==> src/rtl/score_scan_driver.sv <==
// Binary score to 4-digit BCD (sequential double-dabble) plus a multiplexed
// common-anode scan driver feeding one BCD nibble per slot to the 7-seg decoder.
module score_scan_driver #(
  parameter int unsigned REFRESH_DIV = 100000,
  parameter int unsigned BIN_W       = 14,
  parameter bit          LZ_BLANK    = 1'b1
) (
  input  logic             clk,
  input  logic             rst_n,
  input  logic [BIN_W-1:0] bin_in,
  input  logic             load,
  output logic             busy,
  output logic [15:0]      digits,
  output logic [3:0]       bcd_out,
  output logic [3:0]       an
);

  localparam int unsigned PW   = (REFRESH_DIV > 1) ? $clog2(REFRESH_DIV) : 1;
  localparam int unsigned CW   = $clog2(BIN_W + 1);
  localparam int unsigned MAXV = 9999;

  typedef enum logic [1:0] {IDLE, CONV, DONE} state_t;

  state_t           state, state_nxt;
  logic [BIN_W-1:0] shift_q, shift_nxt;
  logic [15:0]      acc_q, acc_nxt, acc_adj;
  logic [CW-1:0]    cnt_q, cnt_nxt;
  logic [15:0]      digits_nxt;
  logic             busy_nxt;
  logic [BIN_W-1:0] clamp_c;

  logic [PW-1:0]    presc;
  logic [1:0]       idx;
  logic             lead_zero;

  // Scores above 9999 saturate so the result always fits four digits
  always_comb begin
    clamp_c = bin_in;
    if (32'(bin_in) > 32'(MAXV)) clamp_c = BIN_W'(MAXV);
  end

  // Add-3 correction on every BCD nibble that is 5 or more
  always_comb begin
    acc_adj = acc_q;
    for (int i = 0; i < 4; i++) begin
      if (acc_q[4*i +: 4] >= 4'd5) acc_adj[4*i +: 4] = acc_q[4*i +: 4] + 4'd3;
    end
  end

  always_ff @(posedge clk or negedge rst_n) begin
    if (!rst_n) state <= IDLE;
    else        state <= state_nxt;
  end

  always_comb begin
    state_nxt  = state;
    shift_nxt  = shift_q;
    acc_nxt    = acc_q;
    cnt_nxt    = cnt_q;
    digits_nxt = digits;
    busy_nxt   = busy;
    unique case (state)
      IDLE: begin
        if (load) begin
          shift_nxt = clamp_c;
          acc_nxt   = '0;
          cnt_nxt   = CW'(BIN_W);
          busy_nxt  = 1'b1;
          state_nxt = CONV;
        end
      end
      CONV: begin
        acc_nxt   = {acc_adj[14:0], shift_q[BIN_W-1]};
        shift_nxt = {shift_q[BIN_W-2:0], 1'b0};
        cnt_nxt   = cnt_q - CW'(1);
        if (cnt_q == CW'(1)) state_nxt = DONE;
      end
      DONE: begin
        digits_nxt = acc_q;
        busy_nxt   = 1'b0;
        state_nxt  = IDLE;
      end
      default: state_nxt = IDLE;
    endcase
  end

  always_ff @(posedge clk or negedge rst_n) begin
    if (!rst_n) begin
      shift_q <= '0;
      acc_q   <= '0;
      cnt_q   <= '0;
      digits  <= '0;
      busy    <= 1'b0;
    end else begin
      shift_q <= shift_nxt;
      acc_q   <= acc_nxt;
      cnt_q   <= cnt_nxt;
      digits  <= digits_nxt;
      busy    <= busy_nxt;
    end
  end

  // Free-running slot timer; the digit index advances on each wrap
  always_ff @(posedge clk or negedge rst_n) begin
    if (!rst_n) begin
      presc <= '0;
      idx   <= 2'd0;
    end else if (presc == PW'(REFRESH_DIV - 1)) begin
      presc <= '0;
      idx   <= idx + 2'd1;
    end else begin
      presc <= presc + PW'(1);
    end
  end

  // A position is a leading zero when it and every higher digit are zero
  always_comb begin
    lead_zero = 1'b0;
    unique case (idx)
      2'd1:    lead_zero = (digits[15:4]  == 12'h000);
      2'd2:    lead_zero = (digits[15:8]  == 8'h00);
      2'd3:    lead_zero = (digits[15:12] == 4'h0);
      default: lead_zero = 1'b0;
    endcase
  end

  always_ff @(posedge clk or negedge rst_n) begin
    if (!rst_n) begin
      bcd_out <= 4'h0;
      an      <= 4'b1111;
    end else begin
      bcd_out <= digits[4*idx +: 4];
      an      <= (LZ_BLANK && lead_zero) ? 4'b1111 : ~(4'b0001 << idx);
    end
  end

endmodule

==> config.mk <==
export PLATFORM = sky130hd
export DESIGN_NAME = score_scan_driver
export DESIGN_NICKNAME = d
export VERILOG_FILES = /design/src/rtl/score_scan_driver.sv
export SDC_FILE = /design/constraint.sdc
export NUM_CORES = 1
export LEC_CHECK = 0
export BUFFER_PORTS_ARGS = -buffer_cell sky130_fd_sc_hd__buf_2
export CAP_MARGIN = 20
export CORE_ASPECT_RATIO = 2
export CORE_MARGIN = 4
export CORE_UTILIZATION = 55
export DETAILED_ROUTE_END_ITERATION = 12
export HOLD_SLACK_MARGIN = 0.06
export PLACE_DENSITY = 0.74
export SKIP_CTS_REPAIR_TIMING = 1
export SLEW_MARGIN = 0
export SYNTH_ARGS = -nofsm -noshare
export SYNTH_HDL_FRONTEND = slang
export SYNTH_SLANG_ARGS = --single-unit
==> constraint.sdc <==
create_clock -name clk -period 1.86 [get_ports clk]
set_clock_uncertainty 0.1 [all_clocks]
set_input_delay 0.093 -clock clk [delete_from_list [all_inputs] [get_ports clk]]
set_output_delay 0.093 -clock clk [all_outputs]
set_load 0.05 [all_outputs]
==> flow_summary_export.csv <==
group,metric,value,unit
timing,fmax,563,MHz
synthesis,synth_compound_gate_area_share,0.117,
timing,final.min_clock_period,1.78,ns
synthesis,synthDistinctLibCells,46,
timing,setup_viol,0,
layout,finish.net_count,453,
global_routing,grt_pass1_vias,2898,
clock_network,tritoncts,"done",
global_routing,globalRouteOverflowTotal,0,
synthesis,synth_seq_cells,80,
synthesis,fraction_of_the_mapped_netlist_area_in_adder_cells,0.0534,
layout,multi_input_comb_area,1610,um^2
route,antenna_left,0,
global_routing,grt_util_all_layers,0.212,
synthesis,post_synthesis_cells,348,
placement,preCtsSetupSlack,0.0965,ns
synthesis,synth_area_in_simple_gates,0.146,
synthesis,synth_warnings,0,
layout,final_cell_count_no_fill,512,
placement,place.port_buffers,41,
clock_network,clk_sinks,80,
power_and_ir_drop,power_density,1610,nW/um^2
timing,fin_crit_sh,0.956,
layout,fin_area,4640,um^2
layout,area_delta_synth_final,23.8,%
timing,timing.slew.headroom,0.612,
power_and_ir_drop,leakagePower,2.21,nW
route,via_per_inst,5.55,
floorplan,top_level_ports,42,
layout,area.sequential,2010,um^2
placement,finalWeightedCongestion,0.843,
floorplan,fp.coreArea,6620,um^2
critical_path,worst-path-buf-inv,1,
placement,dp_hpwl,5810,um
synthesis,sequential_cell_area_fraction_in_the_yosys_report,0.536,
route,route.detailed.drc,0,
placement,place.detailed.instances,484,
floorplan,die_area,8280,um^2
clock_network,clk-insertion-delay-late,0.33,ns
synthesis,synth_edf_count,0,
floorplan,die_w,66.4,um
power_and_ir_drop,power.ir.vdd_worst,0.000782,V
synthesis,synth_xor_area_frac,0.0514,
global_routing,pin_count_of_the_biggest_net_entering_global_routing,58,
layout,num_antenna_cells,0,
route,drt_iter0_drc,184,
clock_network,clock_pin_slew_of_the_registers_on_the_worst_case_setup_and_hold_paths,0.06,ns
route,drt_pre_antenna_iters,7,
synthesis,synth.avg_cell_area,10.8,um^2
route,finalWirelength,8150,um
job,cap_violations,0,
min_path,class_of_the_worst_hold_path,"in2reg",
critical_path,kind_of_launch_point_of_the_worst_setup_path,"register",
clock_network,htreeDepth,3,
global_routing,antenna_found_initial,0,
layout,nFillCells,514,
critical_path,setup.worst_path.end_class,"register",
timing,fin_setup_tns,0,ns
timing,fin_ws,0.0825,ns
clock_network,cts_made_buffers,9,
synthesis,synth-async-reset-ratio,1.00,
floorplan,floorplan.initialDensity,0.566,
critical_path,cpPeakStageDelay,0.56,ns
critical_path,timing.critical_path.cells,"or4_4, nor4_4, buf_12, xnor2_1",
layout,drive_gt1_frac,0.243,
timing,finalHoldViolations,0,
synthesis,synthesis.nets,381,
clock_network,clk_root_buffer_cell,"clkbuf_16",
synthesis,synth-main-ff-cell,"dfrtp_1",
global_routing,global_route_wire_length_before_repair,13400,um
clock_network,clockBufferDepth,2,
critical_path,crit_arrival,1.93,ns
outcome,outcome,"finished clean",
critical_path,worst_path_max_delay_cell,"or4_4",
placement,dpl_cell_area,4190,um^2
critical_path,timing.critical_path.max_delay_family,"simple AND/OR/NAND/NOR gates",
critical_path,timing.critical_path.required,2.01,ns
critical_path,worstPathMaxFanout,11,
floorplan,die_height,125,um
critical_path,timing_worst_setup_path_type,"reg2reg",
route,wire_per_inst,15.9,um
timing,timing_worst_slew_pin_value,0.576,ns
synthesis,dominant_combinational_cell_family_by_area_after_synthesis,"simple AND/OR/NAND/NOR gates",
synthesis,post_synth_instance_area,3750,um^2
timing,maxSlewViolCount,0,
synthesis,synth.mux.area_fraction,0.0598,
route,vias,2844,
floorplan,floorplan.rows,42,
## metal layers
layer / vias to the layer above / track usage / wire length, um
li1: 1359 / - / -
met1: 1405 / 0.225 / 2930
met2: 65 / 0.382 / 4750
met3: 15 / 0.0478 / 275
met4: 0 / 0.0910 / 191
met5: - / 0 / 0
## synthesized netlist by cell type (8+ instances only)
library cell  instances  area share
nor3_1                8       0.011
a21oi_1              10       0.013
nor4_1                8       0.013
xnor2_1              14       0.033
clkbuf_1             11       0.011
xor2_1                8       0.019
ha_1                 16       0.053
dfrtp_1              76        0.51
mux2_2               11       0.033
nand3_1              11       0.015
nor2_1               14       0.014
o21ai_0              37       0.049
inv_1                21       0.021
nand2_1              40       0.040
## power by group
group          internal [W]  total (W)  switching (W)
Combinational       0.00114    0.00288        0.00174
Sequential          0.00229    0.00277       0.000483
Clock               0.00116    0.00181       0.000652
Total               0.00459    0.00746        0.00288
## cells by family (layout without fill, tap and decap cells)
family	count (synthesis)	after routing
DFF	80	80
adders and majority gates	16	16
AOI/OAI and AO/OA	72	72
xor gates and xnor gates	22	22
and+or+nand+nor	107	107
buffers and inverters	35	111
muxes	16	16
## flip-flops by register name, indices dropped and copies added, names as in the netlist
signal / cells
shift_q: 14
busy: 1
state: 2
presc: 17
digits: 16
cnt_q: 4
acc_q: 16
bcd_out: 4
an: 4
idx: 2
## through the flow
| stage | hold slack [ns] | total power [W] | util |
|---|---|---|---|
| after floorplan | -0.303 | 0.00477 | - |
| after global placement | -0.0895 | 0.00555 | 0.633 |
| after detailed placement | -0.0858 | 0.00565 | 0.633 |
| after CTS | -0.446 | 0.00750 | 0.680 |
| after global routing | 0.0617 | 0.00797 | 0.700 |
| final | 0.0163 | 0.00746 | 0.700 |
## worst min-delay path: stages
cell and delay (ns):
buf_2 0.13, a21oi_1 0.06, o21ai_0 0.12
## layout by cell type (no fill, tap or decap), types with 8 or more instances in the layout
cell type	count
a21oi_1	10
buf_2	40
buf_4	20
clkbuf_16	9
dfrtp_1	76
dlygate4sd3_1	13
ha_1	16
inv_1	21
mux2_2	11
nand2_1	40
nand3_1	11
nor2_1	14
nor3_1	8
nor4_1	8
o21ai_0	37
xnor2_1	14
xor2_1	8
## final timing paths
check	start	end	slack, ns	cells past startpoint
hold / removal	bin_in[13]	shift_q[0]$_DFFE_PN0P_	0.02	3
max in group asynchronous	rst_n	an[0]$_DFF_PN1_	0.93	3
hold reg to reg	busy$_DFFE_PN0P_	busy$_DFFE_PN0P_	0.37	2
setup reg to reg	presc[11]$_DFF_PN0_	idx[0]$_DFFE_PN0N_	0.08	4
min in group asynchronous	rst_n	digits[8]$_DFFE_PN0P_	0.11	2
setup / recovery	presc[11]$_DFF_PN0_	idx[0]$_DFFE_PN0N_	0.08	4
## layout make-up
type                    instances  area share
multi-input cells             233       0.347
repair buffers                 75       0.112
flip-flops and latches         80       0.433
clock buffers                   9      0.0486
inverters                      21      0.0170
clock inverters                 6      0.0183
well taps                      88      0.0237
(Power assumes the default switching activity.)
